===== src/rtl/y86_pkg.sv =====
// ---------------------------------------------------------------------------
// y86_pkg
// Shared Y86-64 definitions used by the SEQ memory stage (and later by the
// PIPE memory stage):
//   - instruction codes IHALT..IPOPQ
//   - processor status codes
//   - memory-stage FSM state type and state encodings
// ---------------------------------------------------------------------------
package y86_pkg;

    // Instruction codes
    localparam logic [3:0] IHALT   = 4'd0;
    localparam logic [3:0] INOP    = 4'd1;
    localparam logic [3:0] IRRMOVQ = 4'd2;
    localparam logic [3:0] IIRMOVQ = 4'd3;
    localparam logic [3:0] IRMMOVQ = 4'd4;
    localparam logic [3:0] IMRMOVQ = 4'd5;
    localparam logic [3:0] IOPQ    = 4'd6;
    localparam logic [3:0] IJXX    = 4'd7;
    localparam logic [3:0] ICALL   = 4'd8;
    localparam logic [3:0] IRET    = 4'd9;
    localparam logic [3:0] IPUSHQ  = 4'd10;
    localparam logic [3:0] IPOPQ   = 4'd11;

    // Processor status codes
    localparam logic [2:0] SAOK = 3'd1;
    localparam logic [2:0] SHLT = 3'd2;
    localparam logic [2:0] SADR = 3'd3;
    localparam logic [2:0] SINS = 3'd4;

    // Memory-stage FSM
    typedef logic [1:0] state_t;
    localparam state_t ST_IDLE   = 2'd0;
    localparam state_t ST_ACCESS = 2'd1;
    localparam state_t ST_FINISH = 2'd2;

endpackage


===== src/rtl/mem_ctrl.sv =====
// ---------------------------------------------------------------------------
// mem_ctrl
// Purely combinational access decode for the Y86-64 memory stage.
// Ports:
//   i_icode  in  4   instruction code
//   i_valE   in  64  ALU result (address for most accesses)
//   i_valA   in  64  register operand A (write data, or address for ret/popq)
//   i_valP   in  64  incremented PC (write data for call)
//   o_is_rd  out 1   instruction reads data memory
//   o_is_wr  out 1   instruction writes data memory
//   o_addr   out 64  byte address of the access
//   o_wdata  out 64  write data
// ---------------------------------------------------------------------------
module mem_ctrl
    import y86_pkg::*;
(
    input  logic [3:0]  i_icode,
    input  logic [63:0] i_valE,
    input  logic [63:0] i_valA,
    input  logic [63:0] i_valP,
    output logic        o_is_rd,
    output logic        o_is_wr,
    output logic [63:0] o_addr,
    output logic [63:0] o_wdata
);

    always_comb begin
        o_is_rd = 1'b0;
        o_is_wr = 1'b0;
        o_addr  = i_valE;
        o_wdata = i_valA;
        case (i_icode)
            IRMMOVQ, IPUSHQ: begin
                o_is_wr = 1'b1;
            end
            ICALL: begin
                o_is_wr = 1'b1;
                o_wdata = i_valP;
            end
            IMRMOVQ: begin
                o_is_rd = 1'b1;
            end
            // ret and popq read from the old stack pointer, which arrives on valA
            IRET, IPOPQ: begin
                o_is_rd = 1'b1;
                o_addr  = i_valA;
            end
            default: begin
                o_is_rd = 1'b0;
                o_is_wr = 1'b0;
            end
        endcase
    end

endmodule


===== src/rtl/mem_access.sv =====
// ---------------------------------------------------------------------------
// mem_access
// Memory stage of the Y86-64 SEQ datapath. Performs at most one 64-bit
// data-memory access per instruction over a req/ack handshake, framed by a
// start/done handshake with the control sequencer.
//
// Handshakes:
//   start/done : start is a one-cycle pulse accepted only in IDLE (busy=0).
//                done pulses for exactly one cycle when the result is ready;
//                valM and dmem_error stay valid until the next accepted start.
//   req/ack    : mem_req rises the cycle after start and holds with stable
//                mem_we/mem_addr/mem_wdata until mem_ack is sampled high, or
//                until TIMEOUT_CYC cycles pass without ack (access aborted).
//
// Ports:
//   clk, rst              clock (rising edge), async active-high reset
//   start                 one-cycle start pulse, operands valid this cycle
//   icode/valE/valA/valP  instruction operands from execute
//   busy                  high while the FSM is not IDLE
//   done                  one-cycle completion pulse
//   valM                  read data
//   dmem_error            invalid address or timeout
//   mem_req/mem_we/mem_addr/mem_wdata   request side to data memory
//   mem_ack/mem_rdata     response side from data memory
//   dbg_state             current FSM state, for observation only
// ---------------------------------------------------------------------------
module mem_access
    import y86_pkg::*;
#(
    parameter int MEM_SIZE    = 8192,
    parameter int TIMEOUT_CYC = 16
) (
    input  logic        clk,
    input  logic        rst,
    input  logic        start,
    input  logic [3:0]  icode,
    input  logic [63:0] valE,
    input  logic [63:0] valA,
    input  logic [63:0] valP,
    output logic        busy,
    output logic        done,
    output logic [63:0] valM,
    output logic        dmem_error,
    output logic        mem_req,
    output logic        mem_we,
    output logic [63:0] mem_addr,
    output logic [63:0] mem_wdata,
    input  logic        mem_ack,
    input  logic [63:0] mem_rdata,
    output logic [1:0]  dbg_state
);

    // Highest legal start address of an 8-byte access. Comparing against
    // this (instead of computing addr+8) cannot overflow near 2^64.
    localparam logic [63:0] LAST_ADDR = 64'(MEM_SIZE - 8);
    localparam int          CNT_W     = (TIMEOUT_CYC > 2) ? $clog2(TIMEOUT_CYC) : 1;
    localparam logic [CNT_W-1:0] CNT_LAST = CNT_W'(TIMEOUT_CYC - 1);

    logic        w_is_rd;
    logic        w_is_wr;
    logic [63:0] w_addr;
    logic [63:0] w_wdata;

    state_t           r_state;
    logic             r_is_rd;
    logic             r_we;
    logic [63:0]      r_addr;
    logic [63:0]      r_wdata;
    logic [63:0]      r_valm;
    logic             r_err;
    logic [CNT_W-1:0] r_cnt;

    mem_ctrl u_mem_ctrl (
        .i_icode (icode),
        .i_valE  (valE),
        .i_valA  (valA),
        .i_valP  (valP),
        .o_is_rd (w_is_rd),
        .o_is_wr (w_is_wr),
        .o_addr  (w_addr),
        .o_wdata (w_wdata)
    );

    always_ff @(posedge clk or posedge rst) begin
        if (rst) begin
            r_state <= ST_IDLE;
            r_is_rd <= 1'b0;
            r_we    <= 1'b0;
            r_addr  <= '0;
            r_wdata <= '0;
            r_valm  <= '0;
            r_err   <= 1'b0;
            r_cnt   <= '0;
        end else begin
            case (r_state)
                ST_IDLE: begin
                    if (start) begin
                        r_is_rd <= w_is_rd;
                        r_we    <= w_is_wr;
                        r_addr  <= w_addr;
                        r_wdata <= w_wdata;
                        r_valm  <= '0;
                        r_err   <= 1'b0;
                        r_cnt   <= '0;
                        if (!(w_is_rd || w_is_wr)) begin
                            r_state <= ST_FINISH;
                        end else if (w_addr > LAST_ADDR) begin
                            // Bad address: report without ever raising mem_req
                            r_err   <= 1'b1;
                            r_state <= ST_FINISH;
                        end else begin
                            r_state <= ST_ACCESS;
                        end
                    end
                end
                ST_ACCESS: begin
                    if (mem_ack) begin
                        if (r_is_rd) begin
                            r_valm <= mem_rdata;
                        end
                        r_state <= ST_FINISH;
                    end else if (r_cnt == CNT_LAST) begin
                        // Counter holds k-1 in request cycle k, so this fires
                        // after exactly TIMEOUT_CYC unacknowledged cycles.
                        r_err   <= 1'b1;
                        r_state <= ST_FINISH;
                    end else begin
                        r_cnt <= r_cnt + 1'b1;
                    end
                end
                ST_FINISH: begin
                    r_state <= ST_IDLE;
                end
                default: begin
                    r_state <= ST_IDLE;
                end
            endcase
        end
    end

    // Outputs decode directly from state flops so reset clears them at once.
    assign busy       = (r_state != ST_IDLE);
    assign done       = (r_state == ST_FINISH);
    assign mem_req    = (r_state == ST_ACCESS);
    assign mem_we     = r_we;
    assign mem_addr   = r_addr;
    assign mem_wdata  = r_wdata;
    assign valM       = r_valm;
    assign dmem_error = r_err;
    assign dbg_state  = r_state;

endmodule


===== config.mk =====
export PLATFORM = sky130hd
export DESIGN_NAME = mem_access
export DESIGN_NICKNAME = d
export VERILOG_FILES = /design/src/rtl/y86_pkg.sv /design/src/rtl/mem_ctrl.sv /design/src/rtl/mem_access.sv
export SDC_FILE = /design/constraint.sdc
export NUM_CORES = 1
export LEC_CHECK = 0
export ABC_AREA = 1
export ABC_CLOCK_PERIOD_IN_PS = 10100
export CAP_MARGIN = 40
export CORE_MARGIN = 2
export CORE_UTILIZATION = 30
export CTS_CLUSTER_SIZE = 28
export DETAILED_ROUTE_END_ITERATION = 16
export GPL_ROUTABILITY_DRIVEN = 0
export PLACE_DENSITY = 0.67
export SLEW_MARGIN = 25
export SYNTH_ARGS = -nofsm -noshare
export SYNTH_HDL_FRONTEND = slang
export SYNTH_SLANG_ARGS = --single-unit

===== constraint.sdc =====
create_clock -name clk -period 10.1 [get_ports clk]
set_input_delay 1.515 -clock clk [delete_from_list [all_inputs] [get_ports clk]]
set_output_delay 1.515 -clock clk [all_outputs]
set_load 0.02 [all_outputs]

==> results of run 1 <==
metrics by stage:
stage | std cells | setup WS, ns | hold slack (ns) | utilization
floorplan | 1168 | 3.10 | 0.449 | -
finish | 2005 | 6.22 | 0.484 | 0.495
detailed placement | 1959 | 5.20 | 0.473 | 0.467
CTS | 2002 | 5.76 | 0.488 | 0.494
global route | 2004 | 6.03 | 0.508 | 0.495
global placement | 1954 | 5.22 | 0.465 | 0.463
routing by layer:
| metal | wire, um | vias up | share of wire |
|---|---|---|---|
| met5 | 7 | - | 0.00019 |
| met4 | 1120 | 2 | 0.030 |
| met3 | 3870 | 69 | 0.10 |
| met2 | 18100 | 430 | 0.48 |
| met1 | 14500 | 4571 | 0.39 |
| li1 | - | 4670 | - |
placed cells by master (no fill, tap or decap), drive strengths merged, types with 3 or more instances in the layout:
master and count:
clkdlybuf4s50 461, nand2 245, o21ai 242, dfrtp 201, nor2 145, inv 103
nand3 88, a31oi 39, clkbuf 30, buf 15, nand4 14, clkinv 6
a21oi 5, bufinv 4, nor3 3
worst min path at each step:
stage | startpoint | slack, ns | cells past startpoint | to
floorplan | r_is_rd$_DFFE_PP0P_ | 0.45 | 2 | r_is_rd$_DFFE_PP0P_
global placement | mem_wdata[55]$_DFFE_PP0P_ | 0.47 | 2 | mem_wdata[55]$_DFFE_PP0P_
detailed placement | mem_addr[59]$_DFFE_PP0P_ | 0.47 | 2 | mem_addr[59]$_DFFE_PP0P_
CTS | mem_addr[59]$_DFFE_PP0P_ | 0.49 | 2 | mem_addr[59]$_DFFE_PP0P_
global route | mem_wdata[12]$_DFFE_PP0P_ | 0.51 | 2 | mem_wdata[12]$_DFFE_PP0P_
finish | mem_addr[59]$_DFFE_PP0P_ | 0.48 | 2 | mem_addr[59]$_DFFE_PP0P_
worst max-delay path: cells and delay by family:
| family | cells | cell delay, ns |
|---|---|---|
| buffers and inverters | 3 | 1.44 |
| AO/OA/AOI/OAI | 1 | 0.06 |
| AND/OR/NAND/NOR | 10 | 1.26 |
power by group:
group / switching, mW / total (mW) / leakage [nW] / internal [mW]
Sequential: 0.0455 / 0.926 / 2.54 / 0.880
Combinational: 0.291 / 0.561 / 3.52 / 0.270
Clock: 0.362 / 0.925 / 0.410 / 0.563
registers in the layout, summed over array words and instances (netlist names):
name,flops
mem_we,1
dmem_error,1
valM,64
r_cnt,4
mem_addr,64
r_is_rd,1
dbg_state,2
mem_wdata,64
layout make-up:
| class | instances | area (sq um) | area share |
|---|---|---|---|
| Antenna cell | 2 | 5.00 | 0.000330 |
| Timing Repair Buffer | 476 | 4820 | 0.318 |
| Sequential cell | 201 | 5030 | 0.332 |
| Tap cell | 396 | 495 | 0.0327 |
| Clock buffer | 30 | 653 | 0.0431 |
| Multi-Input combinational cell | 785 | 3560 | 0.235 |
| Clock inverter | 13 | 188 | 0.0124 |
| Inverter | 102 | 393 | 0.0259 |
cell families (layout without fill, tap and decap cells):
group / Yosys count / count (layout) / synth area share
simple gates: 496 / 496 / 0.217
compound gates: 287 / 287 / 0.160
flops: 201 / 201 / 0.541
buf+inv: 182 / 621 / 0.0795
fa+ha+maj: 1 / 1 / 0.00135
xor+xnor: 1 / 1 / 0.000942
other cells: 0 / 2 / 0
==> impl_summary.txt, run 1 <==
----------------------------------------------------
[GRT]
  Vias in the first global route ... roughly 10,000
  Met3 Resource Use GR ... 0.0821
  Largest net degree at the start of global routing ... 86
  Global-route layer with the greatest usage ... met2
  First-pass GRT wire length ... between 50,000 and 60,000 um
  Number of antenna violations at the first check in global routing ... 4
  GRT Total Usage ... 0.223
  Met2 layer usage reported by global route ... 0.387
  Global Route met1 Usage ... 0.254
  Total overflow reported by the global router ... 0

[Synthesis]
  Top flip-flop cell by instance count after synthesis ... dfrtp_1
  Asr flop ratio synth ... 1.00
  Library cell with the highest instance count after synthesis ... nand2_1
  Yosys reg bits ... approximately 200
  Share of synthesized area occupied by flip-flops and latches ... 0.541
  Leading area contributor after synthesis ... dfrtp_1
  Syn_nets ... 1,433
  Mean instance size in the synthesized netlist ... roughly 8.0 sq um
  Commonest cells post-synth ... nand2_1 (245), o21ai_0 (231), dfrtp_1 (201)
  Number of distinct standard cells referenced by the synthesized netlist ... 23
  Post-synth design cell area ... roughly 9300 sq um
  Share of the synthesized area in the top cell type ... 0.541
  Number of enable flip-flop cells after synthesis ... 0
  Post-synthesis cell count ... between 1,000 and 1,500
  YS warnings ... 0
  Leading post-synthesis cells by cell area ... dfrtp_1 (54%), o21ai_0 (12%), nand2_1 (9.9%)

[Job]
  Reported max-cap violation count ... 0

[Clocking]
  Post-CTS Setup Repair Bufs ... 0
  Skew-Pair Late Insertion Delay ... roughly 0.53 ns
  Clock slew at reported path FFs ... about 0.06 ns
  Longest Clk Path Bufs ... 3
  Buffer type at the clock tree root ... clkbuf_16
  Clock sink total ... 201
  Quantity of gates resized following cts ... 0
  TritonCTS clock tree ... done
  Number of hold-repair buffers added at the cts stage ... 0
  Clock buffer count from CTS ... 24
  CTS H-Tree Depth ... 1

[Floorplan]
  Area of the die ... ~32,000 sq um
  Std-Cell Rows ... between 60 and 70
  Horizontal extent of the die ... 180 um
  I/O pins ... roughly 460
  Die height ... 180 um
  CORE AREA ... around 30,000 sq um
  Initial core utilization ... 0.304

[Setup path]
  Kind of end point of the critical path ... flop
  Maximum fanout along the worst path ... 35
  Startpoint kind of the worst setup timing path ... input port
  Data arrival time of the critical path ... ~4.3 ns
  R2r setup slk ... ~7.3 ns
  List of cells traversed by the critical path ... clkdlybuf4s50_1 -> nand3_4 -> buf_4 -> inv_2 -> nand2_1 -> nand2_1 -> nor2_1 -> nand2_1 -> nor2_1 -> nand2_1 -> nor2_1 -> nand3_1 -> nand2_1 -> a21oi_1
  Destination of the worst register-to-register timing path ... mem_wdata[46]$_DFFE_PP0P_
  Slowest-stage cell, CP ... clkdlybuf4s50_1
  Req. time, crit path ... approximately 11 ns
  Slowest Stage Delay on Critical Path ... ~0.78 ns
  Launch point of the critical path ... icode[3]
  Startpoint of the worst register-to-register path ... dbg_state[0]$_DFFE_PP0P_
  Worst Path Class, Setup ... input port to flop
  Count of cells along the worst register-to-register path ... 7
  Dominant cell type by count on the critical path ... nand2_1
  Worst setup endpoint ... dmem_error$_DFFE_PP0P_

[STA]
  Summed negative setup slack over all endpoints ... 0 ns
  Share of the clock period used by the worst path ... 0.384
  Setup repair after global routing missed its margin ... no
  Maximum frequency from static timing analysis ... 0.258 GHz
  Count of final setup violators ... 0
  Worst Tran Pin Value ... between 0.7 and 0.8 ns
  Slew Viols, Final ... 0
  Worst setup skew after layout ... between 0.02 and 0.025 ns
  Hold Fails Final Rpt ... 0
  Final min period ... between 3 and 4 ns
  Relative slew slack ... 0.508

[Worst hold path]
  Path class of the lowest-slack min-delay path ... flop to flop

[Cells and area]
  Number of fill cells in the layout ... roughly 2,900
  Total Nets Final ... between 1,500 and 2,000
  Fin area ... about 15,000 sq um
  Share of final-layout standard cells stronger than drive strength 1 ... 0.0423
  Growth of design area from synthesis to finish ... 62.9%

[Detailed routing]
  Routed via count ... between 9,000 and 10,000
  Number of nets still failing antenna checks after routing ... 0
  Per-cell routed wire length ... approximately 19 um
  First-pass detailed-route iteration total ... 5
  DRC ... 0
  Detail-routed via count per cell ... 4.86
  DRC violation total after the first TritonRoute iteration ... between 500 and 600
  Total Wirelength ... 37,500 um

[Placement]
  Hpwl dp ... roughly 28,000 um
  Instance area after placement ... about 14,000 sq um
  Number of buffers added on ports ... roughly 460

[Power and ir drop]
  Overall power after layout ... approximately 2.4 mW
  Worst VDD drop ... around 100 uV
  LEAKAGE ... between 6 and 7 nW
  Power per cell area ... ~160 nW/um^2

[Outcome]
  Outcome ... finished clean

----------------------------------------------------
Note: power is estimated with default switching activity, not from simulation.
==> inputs of run 2 (changes only) <==
--- a/config.mk
+++ b/config.mk
@@ -6,7 +6,7 @@
 export NUM_CORES = 1
 export LEC_CHECK = 0
 export ABC_AREA = 1
-export ABC_CLOCK_PERIOD_IN_PS = 10100
+export ABC_CLOCK_PERIOD_IN_PS = 4000
 export CAP_MARGIN = 40
 export CORE_MARGIN = 2
 export CORE_UTILIZATION = 30
==> constraint.sdc (replaced) <==
create_clock -name clk -period 4 [get_ports clk]
set_input_delay 0.6 -clock clk [delete_from_list [all_inputs] [get_ports clk]]
set_output_delay 0.6 -clock clk [all_outputs]
set_load 0.02 [all_outputs]
==> impl_summary.txt, run 2 (synthesis results as in run 1) <==
----------------------------------------------------
[Detailed routing]
  Total Wirelength ... 37,200 um (was 37,500 um)
  Routed via count ... 9,742 (unchanged)
  First-pass detailed-route iteration total ... 5 (unchanged)
  Number of nets still failing antenna checks after routing ... 0 (unchanged)
  DRC ... 0 (unchanged)
  Per-cell routed wire length ... 18.6 um (was 18.7 um)
  DRC violation total after the first TritonRoute iteration ... 465 (was 549)
  Detail-routed via count per cell ... 4.85 (was 4.86)

[Setup path]
  Slowest-stage cell, CP ... clkdlybuf4s50_1 (unchanged)
  Maximum fanout along the worst path ... 49 (was 35)
  Dominant cell type by count on the critical path ... nand2_1 (unchanged)
  Startpoint of the worst register-to-register path ... dbg_state[0]$_DFFE_PP0P_ (unchanged)
  Data arrival time of the critical path ... 3.38 ns (was 4.28 ns)
  Startpoint kind of the worst setup timing path ... input port (unchanged)
  List of cells traversed by the critical path ... clkdlybuf4s50_1 -> inv_2 -> nand3_4 -> buf_4 -> nand2_1 -> nand2_1 -> nor2_1 -> nand2_1 -> nor2_1 -> nand2_1 -> nor2_1 -> nand3_1 -> inv_2 -> nand3_1 -> nand2_1 (was clkdlybuf4s50_1 -> nand3_4 -> buf_4 -> inv_2 -> nand2_1 -> nand2_1 -> nor2_1 -> nand2_1 -> nor2_1 -> nand2_1 -> nor2_1 -> nand3_1 -> nand2_1 -> a21oi_1)
  R2r setup slk ... 1.59 ns (was 7.29 ns)
  Destination of the worst register-to-register timing path ... valM[16]$_DFFE_PP0P_ (was mem_wdata[46]$_DFFE_PP0P_)
  Worst Path Class, Setup ... input port to flop (unchanged)
  Req. time, crit path ... 4.46 ns (was 10.50 ns)
  Slowest Stage Delay on Critical Path ... 0.46 ns (was 0.78 ns)
  Count of cells along the worst register-to-register path ... 7 (unchanged)
  Kind of end point of the critical path ... flop (unchanged)

[STA]
  Maximum frequency from static timing analysis ... roughly 0.34 GHz
  Min Hold Slack ... 0.447 ns (was 0.484 ns)
  Final min period ... between 2 and 3 ns
  Setup ws final ... 1.08 ns (was 6.22 ns)
  Worst Tran Pin Value ... 0.745 ns (was 0.738 ns)
  Hold Fails Final Rpt ... 0 (unchanged)
  Count of final setup violators ... 0 (unchanged)
  Share of the clock period used by the worst path ... 0.730
  Summed negative setup slack over all endpoints ... 0 ns (unchanged)
  Slew Viols, Final ... 0 (unchanged)
  Relative slew slack ... 0.503 (was 0.508)
  Worst setup skew after layout ... 0.0111 ns (was 0.0221 ns)
  Setup repair after global routing missed its margin ... no (unchanged)

[Power and ir drop]
  LEAKAGE ... 6.46 nW (was 6.47 nW)
  Sw Ratio ... 0.287 (was 0.290)
  Net switching power ... 1.74 mW (was 698 uW)
  Share of power burned in registers ... 0.386 (was 0.384)
  Combinational fraction of design power ... 0.233 (about the same)
  Worst VDD drop ... 266 uV (was 103 uV)
  Clock share of power ... 0.381 (was 0.383)
  Internal Power ... 4.32 mW (was 1.71 mW)
  Power per cell area ... 400 nW/um^2 (was 159 nW/um^2)

[Cells and area]
  Growth of design area from synthesis to finish ... 62.8% (was 62.9%)
  Most common library cell in the layout ignoring fill and taps ... clkdlybuf4s50_1 (unchanged)
  Fin area ... 15,100 sq um (about the same)
  Total Nets Final ... 1,859 (was 1,855)
  Leading cell types in the layout, fill and taps excluded ... clkdlybuf4s50_1 (461), nand2_1 (244), o21ai_0 (230) (unchanged)
  Final cell count without fillers ... 2,007 (was 2,005)
  Share of final-layout standard cells stronger than drive strength 1 ... 0.0435 (was 0.0423)

[GRT]
  Number of antenna violations at the first check in global routing ... 2 (was 4)
  First-pass GRT wire length ... 57,400 um (was 57,100 um)
  Total overflow reported by the global router ... 0 (unchanged)
  GRT Total Usage ... 0.223 (about the same)
  Largest net degree at the start of global routing ... 92 (was 86)
  Vias in the first global route ... 9,848 (was 9,847)

[Floorplan]
  CORE AREA ... 30,600 sq um (unchanged)
  Area of the die ... 32,400 sq um (unchanged)
  Horizontal extent of the die ... 180 um (unchanged)
  Std-Cell Rows ... 64 (unchanged)
  Initial core utilization ... 0.304 (unchanged)
  Die height ... 180 um (unchanged)
  I/O pins ... 463 (unchanged)

[Clocking]
  TritonCTS clock tree ... done (unchanged)
  Quantity of gates resized following cts ... 0 (unchanged)
  Longest Clk Path Bufs ... 3 (unchanged)
  Clock buffer count from CTS ... 25 (was 24)
  Clock slew at reported path FFs ... 0.06 ns (about the same)
  Number of hold-repair buffers added at the cts stage ... 0 (unchanged)
  Buffer type at the clock tree root ... clkbuf_16 (unchanged)
  Clock sink total ... 201 (unchanged)
  Skew-Pair Late Insertion Delay ... 0.52 ns (was 0.53 ns)
  CTS H-Tree Depth ... 1 (unchanged)
  Post-CTS Setup Repair Bufs ... 0 (unchanged)

[Outcome]
  Outcome ... finished clean (unchanged)

[Placement]
  Number of buffers added on ports ... 462 (unchanged)
  Instance area after placement ... 14,300 sq um (about the same)
  Place WS ... 0.590 ns (was 5.20 ns)
  Hpwl dp ... 27,500 um (was 27,900 um)
  Placed Cells ... 1,962 (was 1,959)

[Worst hold path]
  Path class of the lowest-slack min-delay path ... input port to async pin (was flop to flop)

[Job]
  Reported max-cap violation count ... 0 (unchanged)

----------------------------------------------------
==> run 2: routing by layer <==
metal,global-route usage,routed length [um]
met3,0.0804,3790
met4,0.0626,1110
met5,0,0
met1,0.267,14700
met2,0.378,17600
==> run 2: how the worst max path moves through the flow <==
stage	startpoint	endpoint
2_1_floorplan	rst	dbg_state[0]$_DFFE_PP0P_
3_3_place_gp	icode[2]	dmem_error$_DFFE_PP0P_
3_5_place_dp	icode[2]	dbg_state[0]$_DFFE_PP0P_
4_1_cts	icode[2]	dbg_state[0]$_DFFE_PP0P_
5_1_grt	icode[2]	dbg_state[0]$_DFFE_PP0P_
6_report	icode[2]	dbg_state[0]$_DFFE_PP0P_
==> run 2: area by class of cell <==
type	instances	area (sq um)
Timing Repair Buffer	479	4820
Multi-Input combinational cell	785	3560
Clock inverter	6	88.8
Antenna cell	1	2.50
Sequential cell	201	5030
Inverter	102	389
Fill cell	2919	15500
Clock buffer	37	751
Tap cell	396	495
==> run 2: critical path, delay by kind of cell <==
kind | cells | cell delay, ns
buffers and inverters | 4 | 1.29
AND/OR/NAND/NOR | 11 | 1.47
==> run 2: power groups by stage <==
stage	Combinational (mW)	Clock, mW	Sequential (mW)
CTS	1.42	2.37	2.34
finish	1.41	2.31	2.34
global route	1.52	2.46	2.36
detailed placement	1.41	0	2.37
floorplan	0.351	0	2.59
global placement	1.41	0	2.37
==> run 2: per-stage QoR <==
stage / power [mW] / utilization
floorplan: 2.94 / -
global placement: 3.78 / 0.466
detailed placement: 3.78 / 0.466
CTS: 6.13 / 0.494
global route: 6.34 / 0.495
finish: 6.06 / 0.495
==> inputs of run 3 (changes only) <==
--- a/config.mk
+++ b/config.mk
@@ -6,7 +6,7 @@
 export NUM_CORES = 1
 export LEC_CHECK = 0
 export ABC_AREA = 1
-export ABC_CLOCK_PERIOD_IN_PS = 4000
+export ABC_CLOCK_PERIOD_IN_PS = 3050
 export CAP_MARGIN = 40
 export CORE_MARGIN = 2
 export CORE_UTILIZATION = 30
==> constraint.sdc (replaced) <==
create_clock -name clk -period 3.05 [get_ports clk]
set_input_delay 0.4575 -clock clk [delete_from_list [all_inputs] [get_ports clk]]
set_output_delay 0.4575 -clock clk [all_outputs]
set_load 0.02 [all_outputs]
==> impl_summary.txt, run 3 (synthesis results as in run 1) <==
----------------------------------------------------
[Cells and area]
  Growth of design area from synthesis to finish ... 63.7% (was 62.8%)
  Number of fill cells in the layout ... 2,928 (was 2,919)
  Total Nets Final ... 1,866 (was 1,859)
  Final cell count without fillers ... 2,016 (was 2,007)
  Most common library cell in the layout ignoring fill and taps ... clkdlybuf4s50_1 (unchanged)
  Sequential cell area ... 5030 sq um (unchanged)
  Leading cell types in the layout, fill and taps excluded ... clkdlybuf4s50_1 (461), nand2_1 (244), o21ai_0 (230) (unchanged)
  Final design utilization ... 0.498 (was 0.495)
  Total area of multi-input combinational cells ... 3560 sq um (unchanged)
  Share of final-layout standard cells stronger than drive strength 1 ... 0.0463 (was 0.0435)

[Power and ir drop]
  Worst VDD drop ... 347 uV (was 266 uV)
  Power per cell area ... 526 nW/um^2 (was 400 nW/um^2)
  LEAKAGE ... 6.52 nW (was 6.46 nW)

[GRT]
  GRT Total Usage ... 0.224 (was 0.223)
  Total overflow reported by the global router ... 0 (unchanged)
  Global-route layer with the greatest usage ... met2 (unchanged)
  Number of antenna violations at the first check in global routing ... 2 (unchanged)
  Met3 Resource Use GR ... 0.0790 (was 0.0804)
  Largest net degree at the start of global routing ... 130 (was 92)
  Vias in the first global route ... 9,957 (was 9,848)
  Met2 layer usage reported by global route ... 0.373 (was 0.378)
  First-pass GRT wire length ... 57,600 um (was 57,400 um)
  Global Route met1 Usage ... 0.271 (was 0.267)

[Setup path]
  Top delay family on crit path ... buffers and inverters (was simple AND/OR/NAND/NOR gates)
  Kind of end point of the critical path ... output pin (was flop)
  Worst Path Class, Setup ... flop to output pin (was input port to flop)
  Req. time, crit path ... 2.59 ns (was 4.46 ns)
  Maximum fanout along the worst path ... 4 (was 49)
  Slowest-stage cell, CP ... clkdlybuf4s50_1 (unchanged)
  Data arrival time of the critical path ... 2.01 ns (was 3.38 ns)
  Slowest Stage Delay on Critical Path ... 0.64 ns (was 0.46 ns)
  Buffers & Inverters on Critical Path ... 3 (was 4)
  Startpoint kind of the worst setup timing path ... flop (was input port)
  List of cells traversed by the critical path ... inv_1 -> nand2_1 -> inv_2 -> clkdlybuf4s50_1 (was clkdlybuf4s50_1 -> inv_2 -> nand3_4 -> buf_4 -> nand2_1 -> nand2_1 -> nor2_1 -> nand2_1 -> nor2_1 -> nand2_1 -> nor2_1 -> nand3_1 -> inv_2 -> nand3_1 -> nand2_1)

[Floorplan]
  Horizontal extent of the die ... 180 um (unchanged)
  Die height ... 180 um (unchanged)
  Std-Cell Rows ... 64 (unchanged)
  I/O pins ... 463 (unchanged)
  Area of the die ... 32,400 sq um (unchanged)
  CORE AREA ... 30,600 sq um (unchanged)
  Initial core utilization ... 0.304 (unchanged)

[Clocking]
  Number of hold-repair buffers added at the cts stage ... 0 (unchanged)
  Post-CTS Setup Repair Bufs ... 0 (unchanged)
  Buffer type at the clock tree root ... clkbuf_16 (unchanged)
  Skew-Pair Late Insertion Delay ... 0.52 ns (about the same)
  Clock sink total ... 201 (unchanged)
  Clock slew at reported path FFs ... 0.06 ns (about the same)
  Clock buffer count from CTS ... 24 (was 25)
  Longest Clk Path Bufs ... 3 (unchanged)
  TritonCTS clock tree ... done (unchanged)
  Quantity of gates resized following cts ... 0 (unchanged)
  CTS H-Tree Depth ... 1 (unchanged)

[Detailed routing]
  Total Wirelength ... 37,500 um (was 37,200 um)
  Detail-routed via count per cell ... 4.85 (about the same)
  Routed via count ... 9,783 (was 9,742)
  Number of nets still failing antenna checks after routing ... 0 (unchanged)
  Per-cell routed wire length ... 18.6 um (about the same)
  DRC ... 0 (unchanged)
  DRC violation total after the first TritonRoute iteration ... 486 (was 465)
  First-pass detailed-route iteration total ... 5 (unchanged)

[STA]
  Worst Tran Pin Value ... 0.815 ns (was 0.745 ns)
  Relative slew slack ... 0.456 (was 0.503)
  Maximum frequency from static timing analysis ... between 0.4 and 0.5 GHz
  Setup repair after global routing missed its margin ... no (unchanged)
  Slew Viols, Final ... 0 (unchanged)
  Hold Fails Final Rpt ... 0 (unchanged)
  Final min period ... about 2.5 ns
  Worst setup skew after layout ... 0.0149 ns (was 0.0111 ns)
  Count of final setup violators ... 0 (unchanged)
  Share of the clock period used by the worst path ... 0.810

[Placement]
  Placed Cells ... 1,971 (was 1,962)
  Hpwl dp ... 27,800 um (was 27,500 um)
  Number of buffers added on ports ... 462 (unchanged)

[Worst hold path]
  Path class of the lowest-slack min-delay path ... input port to async pin (unchanged)

[Outcome]
  Outcome ... finished clean (unchanged)

[Job]
  Reported max-cap violation count ... 0 (unchanged)

----------------------------------------------------
-- run 3: changes by cell type in the layout (fill, tap and decap cells not counted), moves of 2 or more --
cell / delta
buf_4: +6
clkbuf_1: +4
buf_12: +3
clkinvlp_4: -2
-- run 3: metrics by stage --
step	total power [mW]	setup TNS, ns	area, sq um	hold WS [ns]	setup WS (ns)
after global placement	4.97	0	14400	0.467	0.290
final	8.01	0	15200	0.417	0.580
after CTS	8.10	0	15200	0.431	0.516
after floorplan	3.86	-1.97	9300	0.449	-0.00982
after detailed placement	4.98	0	14400	0.471	0.241
after global routing	8.38	0	15200	0.474	0.511
-- run 3: power breakdown --
| part | internal [mW] | switching [mW] | total [mW] |
|---|---|---|---|
| Combinational | 0.900 | 0.958 | 1.86 |
| Sequential | 2.92 | 0.158 | 3.07 |
| Clock | 1.93 | 1.15 | 3.08 |
| Total | 5.74 | 2.27 | 8.01 |
-- run 3: cell type report --
class / count / share of cell area
timing repair buffer: 487 / 0.322
sequential: 201 / 0.330
tap: 396 / 0.0325
inverter: 102 / 0.0256
multi-input combinational: 785 / 0.234
antenna: 1 / 0.000164
clock inverter: 4 / 0.00649
clock buffer: 40 / 0.0494
-- run 3: worst register-to-register path, cell delays in order, from the launching register on --
cell and delay (ns):
dfrtp_1 0.44, inv_1 0.14, nand2_1 0.16, o21ai_4 0.57, buf_12 0.34, nand3_1 0.13, o21ai_0 0.12
-- run 3: worst paths after layout --
check	from	to	slack, ns	cells past startpoint
hold / removal	rst	valM[55]$_DFFE_PP0P_	0.42	3
setup / recovery	dbg_state[1]$_DFFE_PP0P_	mem_req	0.58	4
setup reg to reg	dbg_state[1]$_DFFE_PP0P_	valM[25]$_DFFE_PP0P_	1.04	6
max in group asynchronous	rst	mem_we$_DFFE_PP0P_	1.87	3
min in group clk	icode[0]	r_is_rd$_DFFE_PP0P_	0.47	4
hold reg to reg	mem_wdata[60]$_DFFE_PP0P_	mem_wdata[60]$_DFFE_PP0P_	0.48	2
-- run 3: metal layers --
| layer | part of all wire | wire (um) |
|---|---|---|
| met1 | 0.40 | 15000 |
| met2 | 0.46 | 17400 |
| met3 | 0.10 | 3860 |
| met4 | 0.034 | 1270 |
| met5 | 0.00032 | 12 |
